$ cat src/rtl/mult_alu_sched.sv
// Iterative 32x32 multiply sequencer that borrows the execute-stage ALU adder for shift-add steps.
// Latency: start sampled at edge 0, 32 RUN cycles + 1 FIN cycle, done pulses in cycle 34.
// Backpressure: none accepted; raises stall_e for the whole borrow so the pipeline holds F/D/E.
module mult_alu_sched (
    input  logic        clk,
    input  logic        rst,
    input  logic        start,
    input  logic        sgn,
    input  logic [31:0] srca,
    input  logic [31:0] srcb,
    output logic        alu_sel_mult,
    output logic [31:0] alu_a,
    output logic [31:0] alu_b,
    output logic [2:0]  alu_f,
    input  logic [31:0] alu_y,
    output logic        stall_e,
    output logic        busy,
    output logic        done,
    output logic [31:0] hi,
    output logic [31:0] lo
);

    typedef enum logic [1:0] {
        IDLE = 2'd0,
        RUN  = 2'd1,
        FIN  = 2'd2
    } state_t;

    localparam logic [2:0] ALU_ADD = 3'b010;

    state_t      state;
    state_t      nextState;
    logic [31:0] acc;
    logic [31:0] mplr;
    logic [31:0] mcand;
    logic [4:0]  cnt;
    logic        neg;
    logic        carry;
    logic [31:0] magA;
    logic [31:0] magB;
    logic [63:0] rawProd;
    logic [63:0] finProd;

    // Operand magnitudes; 0x80000000 negates to itself, which is the correct unsigned magnitude.
    assign magA    = (sgn && srca[31]) ? (~srca + 32'd1) : srca;
    assign magB    = (sgn && srcb[31]) ? (~srcb + 32'd1) : srcb;

    // Adder carry-out recovered from the borrowed ALU: sum wrapped below the accumulator.
    assign carry   = (alu_y < acc);

    // Final sign fix-up applied across the full 64-bit product.
    assign rawProd = {acc, mplr};
    assign finProd = neg ? (~rawProd + 64'd1) : rawProd;

    // State register; reset drops straight to IDLE so stall and ALU ownership release at once.
    always_ff @(posedge clk or posedge rst) begin
        if (rst) begin
            state <= IDLE;
        end else begin
            state <= nextState;
        end
    end

    // Next-state and ALU-borrow outputs; ALU operands are zeroed whenever the pipeline owns it.
    always_comb begin
        nextState    = state;
        alu_sel_mult = 1'b0;
        alu_a        = 32'd0;
        alu_b        = 32'd0;
        alu_f        = 3'b000;
        stall_e      = 1'b0;
        busy         = 1'b0;
        unique case (state)
            IDLE: begin
                if (start) begin
                    nextState = RUN;
                end
            end
            RUN: begin
                alu_sel_mult = 1'b1;
                alu_a        = acc;
                alu_b        = mplr[0] ? mcand : 32'd0;
                alu_f        = ALU_ADD;
                stall_e      = 1'b1;
                busy         = 1'b1;
                if (cnt == 5'd31) begin
                    nextState = FIN;
                end
            end
            FIN: begin
                stall_e   = 1'b1;
                busy      = 1'b1;
                nextState = IDLE;
            end
            default: begin
                nextState = IDLE;
            end
        endcase
    end

    // Datapath: latch magnitudes on start, shift-add during RUN, write signed result in FIN.
    always_ff @(posedge clk or posedge rst) begin
        if (rst) begin
            acc   <= 32'd0;
            mplr  <= 32'd0;
            mcand <= 32'd0;
            cnt   <= 5'd0;
            neg   <= 1'b0;
            hi    <= 32'd0;
            lo    <= 32'd0;
            done  <= 1'b0;
        end else begin
            done <= (state == FIN);
            unique case (state)
                IDLE: begin
                    if (start) begin
                        mcand <= magA;
                        mplr  <= magB;
                        neg   <= sgn & (srca[31] ^ srcb[31]);
                        acc   <= 32'd0;
                        cnt   <= 5'd0;
                    end
                end
                RUN: begin
                    acc  <= {carry, alu_y[31:1]};
                    mplr <= {alu_y[0], mplr[31:1]};
                    cnt  <= cnt + 5'd1;
                end
                FIN: begin
                    hi <= finProd[63:32];
                    lo <= finProd[31:0];
                end
                default: begin
                end
            endcase
        end
    end

endmodule
$ cat config.mk
export PLATFORM = sky130hd
export DESIGN_NAME = mult_alu_sched
export DESIGN_NICKNAME = d
export VERILOG_FILES = /design/src/rtl/mult_alu_sched.sv
export SDC_FILE = /design/constraint.sdc
export NUM_CORES = 1
export LEC_CHECK = 0
export CAP_MARGIN = 15
export CORE_MARGIN = 3
export CORE_UTILIZATION = 46
export CTS_CLUSTER_SIZE = 24
export DETAILED_ROUTE_END_ITERATION = 16
export HOLD_SLACK_MARGIN = 0.1
export PLACE_DENSITY_LB_ADDON = 0.2
export SLEW_MARGIN = 20
export SYNTH_ARGS = -nofsm -noshare
export SYNTH_HDL_FRONTEND = slang
export SYNTH_SLANG_ARGS = --single-unit
$ cat constraint.sdc
create_clock -name clk -period 5.8 [get_ports clk]
set_input_delay 1.16 -clock clk [delete_from_list [all_inputs] [get_ports clk]]
set_output_delay 1.16 -clock clk [all_outputs]
set_load 0.005 [all_outputs]
==> metrics.md <==
| Metric | Value |
|---|---|
| Status | finished, final reports clean |
| FF+latch count, synth | 169 |
| Initial core utilization | 47.1% |
| Final worst slack | 2.14 ns |
| MaxCap Viol Count | 0 |
| Cell Area, Placed | 12800 um^2 |
| Slowest stage cell, crit path | dfrtp_1 |
| Dpl hpwl | 21.4 mm |
| Dpl ws | 1.69 ns |
| Final Hold Violating Endpoints | 0 |
| Crit path max fanout | 37 |
| # setup viols final | 0 |
| NetSw | 2.32 mW |
| Later-pin clock latency in the skew report | 0.43 ns |
| P&R area growth vs syn | 29.6% |
| Post-route cell area | 13500 um^2 |
| Die W | 156 um |
| Worst Max-Slew Pin Slew | 0.985 ns |
| Delay-heaviest family, CP | simple AND/OR/NAND/NOR gates |
| Setup TNS | 0 ns |
| Core Rows | 54 |
| Yosys warns | 0 |
| Resize count post-CTS | 0 |
| Final Wtd Congestion | 0.902 |
| Core area | 22000 um^2 |
| Sequential share of power | 34.9% |
| DRT iter0 DRCs | 635 |
| H-tree depth | 4 |
| Buffers on Ports | 232 |
| Dpl cells | 1594 |
| Netlist Area Pre-Place | 10400 um^2 |
| Vias | 9511 |
| GR Util All Layers | 24.6% |
| Seq/Total Area, Yosys | 40.7% |
| Antenna violations before repair | 1 |
| Die area | 24400 um^2 |
| Period utilisation layout | 63.0% |
| Synthesized instance count | 1150 |
| I/O pins | 235 |
| Critical path class | reg -> reg |
| Filler cell count | 1899 |
| Footprint of the multi-input gates | 5720 um^2 |
| Clk slew on worst S/H paths | 0.07 ns |
| Total CTS buffers | 17 |
| Root buffer cell | clkbuf_16 |
| Combinational fraction of design power | 44.4% |
| Pin count of the biggest net entering global routing | 113 |
| Post-synth ARST share | 100% |
| Global-route wire length before repair | 48.6 mm |
| Final ANT Viol Nets | 0 |
| Pleak | 5.62 nW |
| Slew HR | 34.4% |
| Max-slew violation count | 0 |
| Wirelength, routed | 30.1 mm |
| Routed len/inst | 18.5 um |
| PnR Total Power | 5.65 mW |
| Remaining DRCs | 0 |
| Max incr delay on CP | 0.75 ns |
| Clock Sinks | 169 |
| Fin Clk Skew | 0.0123 ns |
| Ant. Diodes | 0 |
| Clock Path Buffers | 2 |
| VDD IR-drop max | 0.220 mV |
| Pwr Density | 420 nW/um^2 |
| Seq. cell area | 4230 um^2 |
| CTS tree | yes |
| Worst path cell trace | inv_1, ha_1, or3b_2, nor3_2, nand4_4, nor3_1, a31o_2, a21oi_1 |
| Nets | 1473 |
| Clk pwr share | 20.7% |
| Cell variety after synth | 62 |
| Min-Delay Path Class | reg -> reg |
| Via density | 5.85 |
| Critical path launch point type | flip-flop |
| Achievable clock frequency | 274 MHz |
| Finished Core Util | 61.1% |
| EDFF count, synth | 0 |
| WP data arrival | 3.94 ns |
| Switching share of power | 41.0% |
| Crit path buf inv count | 1 |
| Final std cells w/o fill | 1627 |
| Die extent in y | 156 um |
| Number of global-route vias before repair | 9264 |
| RSZ-0062 raised after global routing | no |
| Final min period | 3.66 ns |
| Crit path required time | 6.08 ns |
| Pint | 3.33 mW |
| Drt pass-1 iters | 5 |
| Syn avg cell area | 9.03 um^2 |
| WHS | 0.472 ns |
| Post-CTS Setup Bufs | 0 |
| Share of cells above drive strength 1 | 6.16% |
| Cts-stage hold buffer count | 0 |
| Worst setup EP type | flip-flop |
| Grt total ovfl | 0 |
| Synth Flop Type | dfrtp_1 |
[cell usage after synthesis, drive strengths merged, types with 2 or more instances]
master	n	area [um^2]
mux2	5	56.3
a21oi	106	531
a21o	8	60.1
a221oi	2	17.5
o31ai	27	254
clkbuf	62	233
buf	14	77.6
nor4	13	103
dfrtp	169	4230
mux2i	6	60.1
o21ai	90	450
a311o	2	20.0
o41ai	26	295
a22o	34	298
a22oi	22	165
nand3	14	70.1
nand4b	2	17.5
or2	6	37.5
a211oi	5	37.5
inv	42	158
or3	8	50.1
or4	14	109
a31oi	4	25.0
xnor2	57	499
nand2	68	255
ha	39	488
nand4	16	136
nand2b	7	43.8
xor2	60	526
o22ai	13	81.3
nand3b	3	22.5
and2	4	25.0
o211ai	4	30.0
and3	35	219
nor2	131	492
nor3	17	95.1
nor2b	3	18.8
[kinds of logic after synthesis]
logic type	count (synthesis)	share of synthesized area, %
compound gates	349	22.3
xor+xnor	117	9.87
fa+ha+maj	39	4.70
buf+inv	119	4.54
flops	169	40.7
mux	11	1.12
other cells	1	0.0361
simple gates	345	16.7
[tightest hold or removal path, cell delays in order (launching register included)]
cell and delay, ns:
dfrtp_1 0.34, nand2_1 0.04, o21ai_0 0.06
[placed cells by master (no fill, tap or decap), types with 4 or more instances in the layout]
cell               n
nor4_1            11
a31oi_1            4
or2_2              6
a211oi_1           5
a21oi_1          106
nand3_1           14
nand2_1           67
o31ai_1           22
nor3_1            15
nand2b_1           7
ha_1              37
nand4_1           13
o22ai_1           13
buf_4              7
xnor2_1           57
a22oi_1           22
o41ai_1           17
mux2_2             5
and3_1            35
a21o_1             8
clkdlybuf4s50_1  232
nor2_1           131
dfrtp_1          168
inv_1             41
o211ai_1           4
inv_6              6
or4_1             13
or3_1              8
o21ai_0           87
a22o_1            34
xor2_1            60
mux2i_1            6
o41ai_2            9
clkbuf_16         17
[flip-flops by register name, summed over array words and instances (netlist names)]
signal,flops
lo,32
acc,32
mcand,32
done,1
state,2
hi,32
cnt,5
mplr,32
neg,1
[path summary, 6_finish.rpt]
kind / start / end / slack, ns / cells after the start
max reg2reg: mplr[0] / hi[24] / 2.14 / 8
min reg2reg: mcand[15] / mcand[15] / 0.47 / 2
min in group asynchronous: rst / lo[19] / 1.28 / 2
max: mplr[0] / hi[24] / 2.14 / 8
max in group asynchronous: rst / hi[13] / 3.55 / 3
min: mcand[15] / mcand[15] / 0.47 / 2
[power groups by stage]
stage	registers, mW	logic [mW]	clock network [mW]
3_5_place_dp	1.98	2.47	0
5_1_grt	2.03	2.81	1.24
2_1_floorplan	1.79	1.75	0
4_1_cts	1.96	2.49	1.19
6_report	1.97	2.51	1.17
3_3_place_gp	1.96	2.43	0
[cell type report]
cell class | count | area share [%]
Clock buffer | 18 | 3.19
Clock inverter | 14 | 1.19
Inverter | 43 | 1.26
Multi-Input combinational cell | 863 | 42.5
Sequential cell | 169 | 31.4
Tap cell | 280 | 2.60
Timing Repair Buffer | 240 | 17.9
[per-layer routing]
metal | up-vias | share of wire [%] | GRT usage (%)
met1 | 4618 | 44 | 34.3
met2 | 333 | 46 | 38.7
met3 | 50 | 7.4 | 5.28
met5 | - | 0.030 | 0
li1 | 4508 | - | -
met4 | 2 | 2.3 | 7.54
No activity file was read; power rests on OpenSTA's default activity.
